[src/rtl/mux_scan_seq.sv]
// mux_scan_seq: walks the 4:1 mux selects through channels 0..3, holds each
// channel for DWELL cycles, samples SAIDA at the end of each dwell window and
// publishes the four samples as one frame with a single-cycle VALIDO pulse.
module mux_scan_seq #(
    parameter int unsigned DWELL = 2,
    parameter int unsigned QW    = 8
) (
    input  logic          CLK,
    input  logic          RST,
    input  logic          INICIO,
    input  logic          CONTINUO,
    input  logic          ABORTAR,
    input  logic          SAIDA,
    output logic          A,
    output logic          B,
    output logic [3:0]    DADOS,
    output logic          VALIDO,
    output logic          OCUPADO,
    output logic [QW-1:0] QUADROS
);

    // Dwell counter only ever has to reach DWELL-1; keep at least one bit.
    localparam int unsigned CW = (DWELL > 1) ? $clog2(DWELL) : 1;
    localparam logic [CW-1:0] CNT_LAST = CW'(DWELL - 1);
    localparam logic [1:0]    IDX_LAST = 2'd3;

    typedef enum logic {
        IDLE = 1'b0,
        SCAN = 1'b1
    } state_e;

    state_e          state_q, state_d;
    logic [1:0]      idx_q, idx_d;
    logic [CW-1:0]   cnt_q, cnt_d;
    logic [2:0]      sh_q, sh_d;
    logic [3:0]      dados_q, dados_d;
    logic            valido_q, valido_d;
    logic            ocupado_q, ocupado_d;
    logic [QW-1:0]   quadros_q, quadros_d;

    // State and datapath registers with synchronous reset.
    always_ff @(posedge CLK) begin
        if (RST) begin
            state_q   <= IDLE;
            idx_q     <= 2'd0;
            cnt_q     <= '0;
            sh_q      <= 3'd0;
            dados_q   <= 4'd0;
            valido_q  <= 1'b0;
            ocupado_q <= 1'b0;
            quadros_q <= '0;
        end else begin
            state_q   <= state_d;
            idx_q     <= idx_d;
            cnt_q     <= cnt_d;
            sh_q      <= sh_d;
            dados_q   <= dados_d;
            valido_q  <= valido_d;
            ocupado_q <= ocupado_d;
            quadros_q <= quadros_d;
        end
    end

    // Next-state logic: abort beats frame completion, which beats a new start.
    always_comb begin
        state_d   = state_q;
        idx_d     = idx_q;
        cnt_d     = cnt_q;
        sh_d      = sh_q;
        dados_d   = dados_q;
        valido_d  = 1'b0;
        ocupado_d = ocupado_q;
        quadros_d = quadros_q;

        case (state_q)
            IDLE: begin
                if (INICIO && !ABORTAR) begin
                    state_d   = SCAN;
                    idx_d     = 2'd0;
                    cnt_d     = '0;
                    ocupado_d = 1'b1;
                end
            end
            SCAN: begin
                if (ABORTAR) begin
                    state_d   = IDLE;
                    idx_d     = 2'd0;
                    cnt_d     = '0;
                    sh_d      = 3'd0;
                    ocupado_d = 1'b0;
                end else if (cnt_q < CNT_LAST) begin
                    cnt_d = cnt_q + CW'(1);
                end else if (idx_q != IDX_LAST) begin
                    sh_d[idx_q] = SAIDA;
                    idx_d       = idx_q + 2'd1;
                    cnt_d       = '0;
                end else begin
                    dados_d   = {SAIDA, sh_q};
                    valido_d  = 1'b1;
                    quadros_d = quadros_q + QW'(1);
                    cnt_d     = '0;
                    idx_d     = 2'd0;
                    if (!CONTINUO) begin
                        state_d   = IDLE;
                        ocupado_d = 1'b0;
                    end
                end
            end
        endcase
    end

    // Selects come straight from the registered channel index (0 while idle).
    assign A       = idx_q[1];
    assign B       = idx_q[0];
    assign DADOS   = dados_q;
    assign VALIDO  = valido_q;
    assign OCUPADO = ocupado_q;
    assign QUADROS = quadros_q;

endmodule

[config.mk]
export PLATFORM = sky130hd
export DESIGN_NAME = mux_scan_seq
export DESIGN_NICKNAME = d
export VERILOG_FILES = /design/src/rtl/mux_scan_seq.sv
export SDC_FILE = /design/constraint.sdc
export NUM_CORES = 1
export LEC_CHECK = 0
export CORE_ASPECT_RATIO = 1.25
export CORE_UTILIZATION = 48
export DETAILED_ROUTE_END_ITERATION = 10
export PLACE_DENSITY = 0.77
export SETUP_SLACK_MARGIN = 0.15
export SLEW_MARGIN = 20
export SYNTH_ARGS = -nofsm -noshare
export SYNTH_HDL_FRONTEND = slang
export SYNTH_SLANG_ARGS = --single-unit
[constraint.sdc]
create_clock -name CLK -period 2.1 [get_ports CLK]
set_input_delay 0.21 -clock CLK [delete_from_list [all_inputs] [get_ports CLK]]
set_output_delay 0.21 -clock CLK [all_outputs]
set_load 0.1 [all_outputs]
==> results by group <==
Synthesis
  – FFs w/ async S/R, synth: 0%
  – Post-synth EDFFs: 0
  – Post-synth cell types: 31
  – Synth area leaders: dfxtp_1, a21oi_1, ha_1, nand2_1, nand3_1
  – Cells after synthesis: 111
  – Post-Syn Area per Cell: 8.85 µm²
  – Main synth FF type: dfxtp_1
  – Register area share after synthesis: 42.8%
  – Cell Area, Synth: just under 1000 µm²
  – Syn_nets: 122
  – Yosys top cell area share: 42.8%
  – Area leader, netlist: dfxtp_1
  – Synth Register Bits: 21
  – Synth warn: 0

Clocking
  – Clk Latency, worst-skew pair: 0.32 ns
  – Post-CTS resize count: 0
  – Total CTS buffers: 3
  – Cts hold-fix bufs: 0
  – CTS tree: yes
  – H-tree levels: 1
  – Clock buffer depth: 2
  – Root buffer cell: clkbuf_4
  – Clk pin slew, worst setup/hold paths: 0.11 ns
  – Postcts setup bufs: 0
  – Clk sink count: 21

STA
  – Setup TNS: 0 ns
  – Hold Fails Final Rpt: 0
  – Max-slew headroom: 68.3%
  – Final period util: 83.0%
  – Slew Viols, Final: 0
  – RSZ-0062 raised after global routing: no
  – Clock skew: approximately 0.00056 ns
  – FMAX: roughly 570 MHz
  – Slew @ Worst Pin: about 0.47 ns
  – Setup Viol. Count Final: 0
  – Post-route minimum period: approximately 1.7 ns

Placement
  – RD Place Congestion: 0.828
  – Port bufs: 21
  – Post-DP Area: approximately 1200 µm²
  – Detailed Place HPWL: between 1000 and 1500 µm

Critical path
  – CP bufs+invs: 0
  – Startpoint types: register
  – Crit end category: register
  – CP Cell Sequence: ha_1, nand4b_4, or4_1, a21oi_1
  – Required @ worst endpoint: 2.35 ns
  – R2R setup slack: 0.36 ns
  – CP peak stage delay: approximately 0.56 ns
  – CP max-delay cell: or4_1
  – Setup Crit Path Kind: register to register
  – CP Max Fanout: 18
  – Top Family by Delay on Critical Path: simple AND/OR/NAND/NOR gates
  – Worst endpoint data arrival time: 1.99 ns

Run status
  – Status: completed

Floorplanning
  – Die area: 2230 µm²
  – Chip Height: 52.6 µm
  – Initial core utilization: 53.1%
  – Die Width: 42.5 µm
  – I/O pin total: 22
  – Row count: 17
  – Core area: 1850 µm²

Power and ir drop
  – Combinational Power Share: 7.5%
  – Max VDD drop: 0.514 mV
  – Internal power: 492 µW
  – Flop pwr share: roughly 62%
  – Pwr dens: ~550 nW/µm²
  – Clock power frac: 30.5%
  – LEAKAGE: 0.000481 µW
  – Psw: 163 µW
  – Sw frac: approximately a quarter

Global routing
  – GR Overflow Total: 0
  – Vias in the first global route: 764
  – First-pass GRT wire length: around 3200 µm
  – Initial antenna violation count: 0
  – Largest net degree at the start of global routing: 19
  – GRT Util Overall: 19.6%

Drt
  – Routed len/inst: 13.0 µm
  – Iteration-0 DRC Markers: 7
  – Post-route DRC: 0
  – DRT Wirelength: 1980 µm
  – Vias/cell: 5.78
  – Final ANT Viol Nets: 0
  – DR vias: 879
  – Router iterations before antenna repair: 4

Layout
  – Diode count: 0
  – Most common library cell in the layout ignoring fill and taps: buf_4
  – Most frequent cells in the layout: buf_4, dfxtp_1, a21oi_1
  – Nets@finish: between 100 and 150
  – Layout Area Growth over Synthesis: 22.4%
  – Layout cell share with drive strength beyond 1: 23.3%
  – Fin area: 1200 µm²
  – Layout fillers: around 180

Run
  – Maximum Capacitance Violations: 0

Worst hold path
  – HP Class: register to register
==> registers in the layout, summed over array words and instances, names as in the netlist <==
register / count
VALIDO: 1
sh_q: 3
DADOS: 4
cnt_q: 1
idx_q: 2
OCUPADO: 1
state_q: 1
QUADROS: 8
==> worst paths after layout <==
check / start / to / cells past startpoint
setup / recovery: idx_q[0] / QUADROS[7] / 4
hold / removal: DADOS[1] / DADOS[1] / 2
setup reg to reg: idx_q[0] / QUADROS[7] / 4
hold reg to reg: DADOS[1] / DADOS[1] / 2
==> Yosys cell counts (2+ instances only) <==
library cell and instances:
nand2_1 13, or4_1 4, ha_1 5, o31ai_1 4, nand4b_1 3, clkbuf_1 3
buf_2 2, or3_1 2, o21ai_0 3, a21oi_1 14, dfxtp_1 21, nor2_1 6
inv_1 5, a32oi_1 2, nand3_1 8
==> cells by family after synthesis <==
logic type | count (synthesis) | synth area share (%)
DFF | 21 | 42.8
AOI/OAI and AO/OA | 26 | 15.9
buffers and inverters | 11 | 4.84
xor gates and xnor gates | 2 | 1.78
adders and majority gates | 5 | 6.37
and+or+nand+nor | 45 | 27.1
muxes | 1 | 1.15
==> cell type report <==
| class | instances | area [µm²] | area share (%) |
|---|---|---|---|
| inverters | 5 | 18.8 | 1.56 |
| clock buffers | 3 | 22.5 | 1.87 |
| clock inverters | 1 | 5.00 | 0.416 |
| repair buffers | 24 | 193 | 16.0 |
| flip-flops and latches | 21 | 425 | 35.4 |
| multi-input cells | 79 | 514 | 42.8 |
| well taps | 19 | 23.8 | 1.98 |
==> power groups by stage <==
stage / Clock (µW) / Sequential [µW] / Combinational [µW]
floorplan: 0 / 424 / 18.7
global placement: 0 / 415 / 48.6
detailed placement: 0 / 415 / 49.3
CTS: 208 / 406 / 49.5
global route: 218 / 407 / 53.0
finish: 200 / 406 / 49.4
==> stage by stage <==
step                hold WS, ns  utilization, %  std cells  setup slack (ns)  power, µW
finish                    0.463            65.0        152             0.358        656
global route              0.475            65.0        152             0.194        679
detailed placement        0.452            63.5        148             0.371        465
CTS                       0.470            65.0        152             0.357        664
global placement          0.447            63.5        148             0.409        464
floorplan                 0.300               -        111             0.132        443
==> routing by layer <==
layer | track usage, % | vias to the layer above | wire length [µm]
li1 | - | 449 | -
met1 | 21.8 | 404 | 889
met2 | 34.4 | 20 | 974
met3 | 3.10 | 6 | 70
met4 | 13.0 | 0 | 48
met5 | 0 | - | 0
==> worst register-to-register path, delay by kind of cell, from the launching register on <==
family / cells / cell delay (ns)
compound gates: 1 / 0.15
flops: 1 / 0.40
fa+ha+maj: 1 / 0.31
simple gates: 2 / 0.82
(Power assumes the default switching activity.)
